`src/rtl/neo_stream.sv`:
```
// neo_stream -- streaming Nonlinear Energy Operator over a block of samples.
//
// Reads len signed samples x[0..len-1] from a source memory, computes
// psi[n] = x[n]^2 - x[n-1]*x[n+1] in full 2*N+1-bit precision, and writes one
// result per address to a destination memory (the two end addresses get 0).
// Results above a signed threshold are counted.
//
// Ports:
//   Clk        clock, rising edge
//   reset      asynchronous, active-low reset
//   start      launch request, sampled only while idle
//   len        number of samples (legal range 3..M), latched on start
//   thresh     signed spike threshold, latched on start
//   rdata      source sample, valid the cycle after ren
//   raddr/ren  source read address / enable
//   waddr/wen  destination write address / enable
//   wdata      NEO result, saturated when OW < 2*N+1
//   busy       run in progress (cycle after start until the last write)
//   done       one-cycle completion pulse
//   err        illegal length seen on the last accepted start
//   spike_cnt  number of results above thresh in the last run
module neo_stream #(
   parameter int N  = 8,
   parameter int M  = 16,
   parameter int OW = 2*N+1,
   localparam int AW = $clog2(M)
) (
   input  logic          Clk,
   input  logic          reset,
   input  logic          start,
   input  logic [AW:0]   len,
   input  logic [2*N:0]  thresh,
   input  logic [N-1:0]  rdata,
   output logic [AW-1:0] raddr,
   output logic          ren,
   output logic [AW-1:0] waddr,
   output logic [OW-1:0] wdata,
   output logic          wen,
   output logic          busy,
   output logic          done,
   output logic          err,
   output logic [AW:0]   spike_cnt
);

   localparam int PW = 2*N+1;            // full-precision psi width
   localparam int CW = AW+3;             // run cycle counter, covers len+4
   localparam int SH = (OW < PW) ? OW-1 : PW-2;
   localparam logic signed [PW-1:0] SMAX = {{(PW-SH){1'b0}}, {SH{1'b1}}};
   localparam logic signed [PW-1:0] SMIN = {{(PW-SH){1'b1}}, {SH{1'b0}}};
   localparam logic [AW:0] LEN_MIN = (AW+1)'(3);
   localparam logic [AW:0] LEN_MAX = (AW+1)'(M);

   typedef enum logic [1:0] {
      IDLE  = 2'd0,
      READ  = 2'd1,
      DRAIN = 2'd2,
      DONE  = 2'd3
   } state_t;

   state_t                 state_r;
   logic [AW:0]            len_r;
   logic signed [PW-1:0]   thresh_r;
   logic [CW-1:0]          cyc_r;        // cycle number within the run
   logic                   rvalid_r;     // rdata carries a requested sample
   logic signed [N-1:0]    x_prev_r;
   logic signed [N-1:0]    x_curr_r;
   logic signed [N-1:0]    x_next_r;

   logic signed [PW-1:0]   psi_s;
   logic [CW-1:0]          len_x_s;
   logic                   wr_act_s;
   logic                   wr_end_s;

   // Clamp (or sign-extend) a full-precision psi into the OW-bit result.
   function automatic logic [OW-1:0] sat_fn(input logic signed [PW-1:0] p);
      logic [OW-1:0] r;
      if (OW >= PW) begin
         r = OW'(p);
      end else if (p > SMAX) begin
         r = OW'(SMAX);
      end else if (p < SMIN) begin
         r = OW'(SMIN);
      end else begin
         r = OW'(p);
      end
      return r;
   endfunction

   // NEO kernel and write-window decode for the current run cycle.
   always_comb begin
      psi_s    = PW'(x_curr_r) * PW'(x_curr_r) - PW'(x_prev_r) * PW'(x_next_r);
      len_x_s  = CW'(len_r);
      wr_act_s = 1'b0;
      wr_end_s = 1'b0;
      // The write for address j is prepared in cycle j+4 and issued in j+5.
      if ((cyc_r >= CW'(4)) && (cyc_r <= len_x_s + CW'(3))) begin
         wr_act_s = 1'b1;
         wr_end_s = (cyc_r == CW'(4)) || (cyc_r == len_x_s + CW'(3));
      end else begin
         wr_act_s = 1'b0;
         wr_end_s = 1'b0;
      end
   end

   // Control FSM, read/write sequencing, sample pipeline and status registers.
   always_ff @(posedge Clk or negedge reset) begin
      if (!reset) begin
         state_r   <= IDLE;
         len_r     <= '0;
         thresh_r  <= '0;
         cyc_r     <= '0;
         rvalid_r  <= 1'b0;
         x_prev_r  <= '0;
         x_curr_r  <= '0;
         x_next_r  <= '0;
         raddr     <= '0;
         ren       <= 1'b0;
         waddr     <= '0;
         wdata     <= '0;
         wen       <= 1'b0;
         busy      <= 1'b0;
         done      <= 1'b0;
         err       <= 1'b0;
         spike_cnt <= '0;
      end else begin
         case (state_r)
            IDLE: begin
               ren      <= 1'b0;
               wen      <= 1'b0;
               done     <= 1'b0;
               rvalid_r <= 1'b0;
               if (start) begin
                  len_r     <= len;
                  thresh_r  <= $signed(thresh);
                  spike_cnt <= '0;
                  if ((len >= LEN_MIN) && (len <= LEN_MAX)) begin
                     err     <= 1'b0;
                     busy    <= 1'b1;
                     cyc_r   <= CW'(1);
                     ren     <= 1'b1;
                     raddr   <= '0;
                     state_r <= READ;
                  end else begin
                     // Illegal length: report and finish without any access.
                     err     <= 1'b1;
                     done    <= 1'b1;
                     state_r <= DONE;
                  end
               end else begin
                  state_r <= IDLE;
               end
            end
            READ, DRAIN: begin
               cyc_r    <= cyc_r + CW'(1);
               rvalid_r <= ren;
               if (rvalid_r) begin
                  x_prev_r <= x_curr_r;
                  x_curr_r <= x_next_r;
                  x_next_r <= $signed(rdata);
               end else begin
                  x_prev_r <= x_prev_r;
               end
               // Read address k goes out in cycle k+1.
               if (cyc_r < len_x_s) begin
                  ren   <= 1'b1;
                  raddr <= AW'(cyc_r);
               end else begin
                  ren   <= 1'b0;
               end
               if (wr_act_s) begin
                  wen   <= 1'b1;
                  waddr <= AW'(cyc_r - CW'(4));
                  if (wr_end_s) begin
                     wdata <= '0;
                  end else begin
                     wdata <= sat_fn(psi_s);
                     if (psi_s > thresh_r) begin
                        spike_cnt <= spike_cnt + (AW+1)'(1);
                     end else begin
                        spike_cnt <= spike_cnt;
                     end
                  end
               end else begin
                  wen <= 1'b0;
               end
               if (cyc_r == len_x_s + CW'(4)) begin
                  busy    <= 1'b0;
                  done    <= 1'b1;
                  state_r <= DONE;
               end else if ((state_r == READ) && (cyc_r == len_x_s)) begin
                  state_r <= DRAIN;
               end else begin
                  state_r <= state_r;
               end
            end
            DONE: begin
               ren     <= 1'b0;
               wen     <= 1'b0;
               done    <= 1'b0;
               state_r <= IDLE;
            end
            default: begin
               ren     <= 1'b0;
               wen     <= 1'b0;
               busy    <= 1'b0;
               done    <= 1'b0;
               state_r <= IDLE;
            end
         endcase
      end
   end

endmodule

```
`config.mk`:
```
export PLATFORM = sky130hd
export DESIGN_NAME = neo_stream
export DESIGN_NICKNAME = d
export VERILOG_FILES = /design/src/rtl/neo_stream.sv
export SDC_FILE = /design/constraint.sdc
export NUM_CORES = 1
export LEC_CHECK = 0
export ABC_AREA = 1
export CAP_MARGIN = 40
export CORE_MARGIN = 3
export CORE_UTILIZATION = 60
export DETAILED_ROUTE_END_ITERATION = 16
export GPL_TIMING_DRIVEN = 0
export PLACE_DENSITY = 0.81
export SETUP_SLACK_MARGIN = 0.02
export SYNTH_ARGS = -nofsm -noshare
export SYNTH_HDL_FRONTEND = slang
export SYNTH_SLANG_ARGS = --single-unit
```
`constraint.sdc`:
```
create_clock -name Clk -period 7.2 [get_ports Clk]
set_input_delay 0.72 -clock Clk [delete_from_list [all_inputs] [get_ports Clk]]
set_output_delay 0.72 -clock Clk [all_outputs]
set_load 0.02 [all_outputs]
```
==> results of run 1 <==
state kept, by name (all words and copies together) (netlist names), 5 cells and up:
register / cells
cyc_r: 7
len_r: 5
spike_cnt: 5
thresh_r: 17
wdata: 17
x_curr_r: 8
x_next_r: 8
x_prev_r: 8
Yosys cell counts, types with 2 or more instances:
cell type | n | area (sq um)
nand3_4 | 2 | 35.03
o31ai_1 | 5 | 37.54
a22o_1 | 3 | 26.28
or2_2 | 3 | 18.77
o21ai_0 | 32 | 160.2
nor2_2 | 2 | 12.51
nand3_1 | 38 | 190.2
inv_2 | 5 | 18.77
a21o_1 | 4 | 30.03
nand3_2 | 2 | 20.02
xor2_1 | 17 | 148.9
clkbuf_1 | 29 | 108.9
xnor2_1 | 11 | 96.34
o21ai_1 | 12 | 60.06
a21oi_1 | 49 | 245.2
buf_2 | 7 | 35.03
ha_1 | 100 | 1251
nand4_1 | 4 | 25.02
nor3_1 | 7 | 35.03
nand2_2 | 3 | 18.77
mux2_2 | 9 | 101.4
inv_1 | 318 | 1194
o21bai_1 | 2 | 15.01
dfrtp_1 | 91 | 2277
nor2_1 | 76 | 285.3
nand2_4 | 2 | 22.52
fa_1 | 127 | 2542
nand2_1 | 254 | 953.4
per-layer routing:
layer | global-route usage | part of all wire | vias to the layer above
met4 | 0.08399 | 0.025 | 0
met2 | 0.4624 | 0.51 | 247
met5 | 0 | 0 | -
met1 | 0.3557 | 0.41 | 3813
li1 | - | - | 3786
met3 | 0.03418 | 0.054 | 39
worst paths after layout:
| path | to | startpoint | cells past startpoint |
|---|---|---|---|
| max in group asynchronous | wdata[14] | reset | 2 |
| max reg2reg | spike_cnt[4] | x_prev_r[7] | 33 |
| min in group Clk | raddr[0] | raddr[0] | 2 |
| min | x_curr_r[3] | reset | 1 |
| min reg2reg | raddr[0] | raddr[0] | 2 |
| max | spike_cnt[4] | x_prev_r[7] | 33 |
critical path: cells and delay by family, from the launching register on:
family          cells  cell delay, ns
flops               1            0.36
fa+ha+maj           8            3.77
buf+inv             7            0.60
compound gates      3            0.45
simple gates       15            1.54
cell families after synthesis:
| family | count (synthesis) |
|---|---|
| fa+ha+maj | 227 |
| simple gates | 400 |
| buf+inv | 360 |
| xor+xnor | 28 |
| flops | 91 |
| mux | 9 |
| compound gates | 112 |
layout make-up:
class                   count  area share
plain buffers              25     0.01007
clock buffers              10     0.02003
clock inverters             6    0.006785
inverters                 324      0.1064
multi-input cells         776      0.5710
flip-flops and latches     91      0.1999
well taps                 216     0.02364
repair buffers             70     0.06216
stage by stage:
| step | cells | utilization | area, sq um | worst slack, ns | hold slack [ns] |
|---|---|---|---|---|---|
| 6_report | 1518 | 0.7069 | 11430 | 0.3626 | 0.2782 |
| 5_1_grt | 1518 | 0.7069 | 11430 | 0.003362 | 0.3032 |
| 4_1_cts | 1524 | 0.7014 | 11340 | 0.04739 | 0.2826 |
| 3_5_place_dp | 1511 | 0.6831 | 11050 | 0.02469 | 0.4690 |
| 3_3_place_gp | 1510 | 0.6816 | 11020 | 0.1110 | 0.4638 |
| 2_1_floorplan | 1227 | - | 10080 | 0.7842 | 0.4244 |
timing repair:
item | CTS | global route
resized for setup | 0 | 42
hold buffers | 0 | 0
pin swaps | 0 | 6
setup buffers | 0 | 2
setup endpoints to repair | 5 | 5
==> run summary, run 1 <==
Status: complete, no violations
Initial antenna violation count: 0
Root buf cell: clkbuf_16
Nets: 1557
Routed wire length: 22840 um
CTS sink count: 91
Final setup violating endpoints: 0
Initial Utilization: 0.6234
Unrepaired setup endpoints after global routing: false
ANT cells: 0
Most used DFF post-synth: dfrtp_1
Die width: 135.6 um
H-tree depth: 3
Multi-input gate area: 6529 sq um
DRC: 0
TNS Setup: 0 ns
Relative slew margins: 0.5876
Iteration-0 DRC Markers: 566
Post-synth EDFFs: 0
Die height: 135.6 um
1st-pass router iterations: 5
CP Class: reg2reg
Core ar.: 16170 sq um
Io pins: 68
GR Overflow Total: 0
Netlist cell types: 41
Worst setup EP type: flop
Number of max-cap violations: 0
Post-route ant nets: 0
Via count normalized by instance count: 5.194
Crit-path max FO: 9
Final min period: 6.837 ns
Post-synthesis compound-gate area fraction: 0.06081
Slew Viols, Final: 0
Clk Latency, worst-skew pair: 0.36 ns
Reg-to-reg setup timing slack: 0.36 ns
Adder-cell area share of the yosys netlist: 0.3763
Multiplexer share of the synthesized area: 0.01005
GRT Overall Usage: 0.2682
Largest net degree at the start of global routing: 68
Post-synthesis simple-gate area fraction: 0.1678
Mean routed wirelength per cell: 15.04 um
Global-route wire length before repair: 38890 um
Crit-path slowest cell: fa_2
Mapped Nets: 1487
DIE AREA: 18400 sq um
Routability Congestion: 0.8813
Yosys Warn Count: 0
Fin crit share: 0.9496
FF+latch count, synth: 91
Critical Path AT: 7.09 ns
Row Count: 46
Synthesized cell area: 10080 sq um
Via count: 7885
Avg Cell Area, Syn: 8.217 sq um
Hpwl dp: 18210 um
CP peak stage delay: 0.59 ns
Largest family of logic cells by synthesized area: adder cells
Filler Cell Count: 1217
Fmax achieved: 146.3 MHz
Top cell by count, worst path: nand2_1
Critical path launch point type: flop
Post-Synth XOR/XNOR Area: 0.02432
Seq/Total Area, Yosys: 0.2259
Vias in the first global route: 8204
Share of cells above drive strength 1: 0.06912
Clk_skew: 0.01264 ns
Commonest non-fill, non-tap cells in the layout: 314 x inv_1, 253 x nand2_1, 124 x fa_1, 95 x ha_1, 84 x dfrtp_1
Register area: 2286 sq um
CTS tree: done
Port bufs: 67
Cells after synthesis: 1227
Max clock buf depth: 2
Commonest non-fill, non-tap cell in the layout: inv_1
Num CTS Buffers: 9
Endpoints failing hold: 0
Async S/R FF share, synth: 1.000
CP required: 7.45 ns
Area delta synth->final: 13.40%
Worst Hold Class: in2async
Worst-path clk slew: 0.08 ns
Slew @ Worst Pin: 0.6185 ns
Power of run 1 is not shown: default switching activity piles up to over one toggle a cycle in this logic, so the estimate is an artifact.
==> inputs of run 2 (changes only) <==
GPL_TIMING_DRIVEN = default   (was 0)
==> run 2 against run 1 <==
Compared with the run above:
- count of clock-buffer cells in the layout unchanged
- die area unchanged
- global-route usage decreased by 0.15 points
- via count increased by 0.24%
- maximum frequency decreased by 1.1%
- highest routed layer unchanged
- critical path type unchanged
- sequential share of layout area increased by 0.090 points
- critical endpoint unchanged
==> run summary, run 2 (synthesis gave the netlist of run 1 again) <==
Global-route wire length before repair: 38650 um
Dpl cells: 1481
Number of max-cap violations: 0
Largest net degree at the start of global routing: 68
Crit-path slowest cell: fa_1
Clk_skew: 0.006871 ns
CTS tree: done
DP Worst Slack: 0.2353 ns
Port bufs: 67
GR Overflow Total: 0
Fmax achieved: 144.7 MHz
Endpoints failing hold: 0
1st-pass router iterations: 6
Area delta synth->final: 13.14%
Core ar.: 16170 sq um
Io pins: 68
DIE AREA: 18400 sq um
Slew Viols, Final: 0
Fin crit share: 0.9600
Critical path launch point type: flop
Slew @ Worst Pin: 0.5807 ns
Final min period: 6.912 ns
Status: complete, no violations
Iteration-0 DRC Markers: 619
Commonest non-fill, non-tap cell in the layout: inv_1
Post-Layout Cell Count: 1504
Via count: 7904
Commonest non-fill, non-tap cells in the layout: 314 x inv_1, 251 x nand2_1, 126 x fa_1, 99 x ha_1, 80 x dfrtp_1
Top Registers: thresh_r x17, wdata x17
Initial antenna violation count: 0
Final instance area: 11410 sq um
Routability Congestion: 0.8895
Row Count: 46
Die height: 135.6 um
Relative slew margins: 0.6129
Post-route ant nets: 0
H-tree depth: 3
Hpwl dp: 17860 um
DRC: 0
GRT Overall Usage: 0.2667
R2R cell count: 33
Worst setup EP type: flop
Max clock buf depth: 2
CP Class: reg2reg
TNS Setup: 0 ns
Clk Latency, worst-skew pair: 0.36 ns
Reg-to-reg startpoint: x_next_r[1]
CP required: 7.45 ns
CTS Hold Bufs: 0
CP Launch Point: x_next_r[1]
Worst Hold Class: in2async
ANT cells: 0
Vias in the first global route: 8346
Reg-to-reg setup timing slack: 0.29 ns
Nets: 1543
Routed wire length: 22550 um
Worst-path clk slew: 0.07 ns
PnR worst setup slack: 0.2881 ns
Root buf cell: clkbuf_16
Share of cells above drive strength 1: 0.06755
Die width: 135.6 um
Filler Cell Count: 1222
CP peak stage delay: 0.55 ns
CP Capture Point: spike_cnt[4]
Crit-path max FO: 6
Num CTS Buffers: 9
Initial Utilization: 0.6234
Via count normalized by instance count: 5.255
Critical Path AT: 7.17 ns
R2R Path End: spike_cnt[4]
Post-DP Area: 10950 sq um
Mean routed wirelength per cell: 15.00 um
Top cell by count, worst path: nand2_1
Final setup violating endpoints: 0
CTS sink count: 91
run 2: cell count changes in the layout (fill, tap and decap cells not counted), moves of 3 or more:
cell	previous run	this run
buf_2	6	0
clkbuf_1	15	0
dfrtp_1	84	80
buf_4	3	14
clkbuf_4	3	0
ha_1	95	99
dfrtp_2	7	11
clkinvlp_4	3	0
run 2: how the worst min path moves through the flow:
stage	endpoint	slack (ns)
after floorplan	busy	0.42
after global routing	x_next_r[7]	0.29
after global placement	wdata[6]	0.46
after CTS	x_next_r[7]	0.27
after detailed placement	waddr[3]	0.47
final	x_next_r[0]	0.27
run 2: repair_timing:
item                                    4_1_cts  5_1_grt
endpoints found under the setup margin        0        5
setup buffers                                 0        7
resized for setup                             0       23
run 2: per-layer routing:
metal	routed length [um]	share of wire	GRT usage	vias to the layer above
met5	0	0	0	-
met4	720	0.032	0.1064	0
met3	1329	0.059	0.04606	60
met2	11490	0.51	0.4571	272
met1	9014	0.40	0.3378	3823
li1	-	-	-	3749
run 2: cell type report:
class                      instances  area [sq um]  area share
multi-input combinational        776          6479      0.5679
sequential                        91          2291      0.2008
inverter                         324          1216      0.1066
timing repair buffer              81         793.3     0.06954
tap                              216         270.3     0.02369
clock buffer                      10         239.0     0.02095
clock inverter                     6         118.9     0.01042
run 2: per-stage QoR:
stage          utilization  hold slack, ns
2_1_floorplan            -          0.4244
3_3_place_gp        0.6753          0.4618
3_5_place_dp        0.6770          0.4656
4_1_cts             0.6991          0.2689
5_1_grt             0.7053          0.2894
6_report            0.7053          0.2653
run 2: critical path, delay by kind of cell, from the launching register on:
family	cells	cell delay [ns]
adder cells (fa/ha/maj)	8	3.71
flip-flops	1	0.45
buffers and inverters	6	0.45
AND/OR/NAND/NOR	16	1.61
AO/OA/AOI/OAI	3	0.57
Power of run 2 is left out for the same reason.
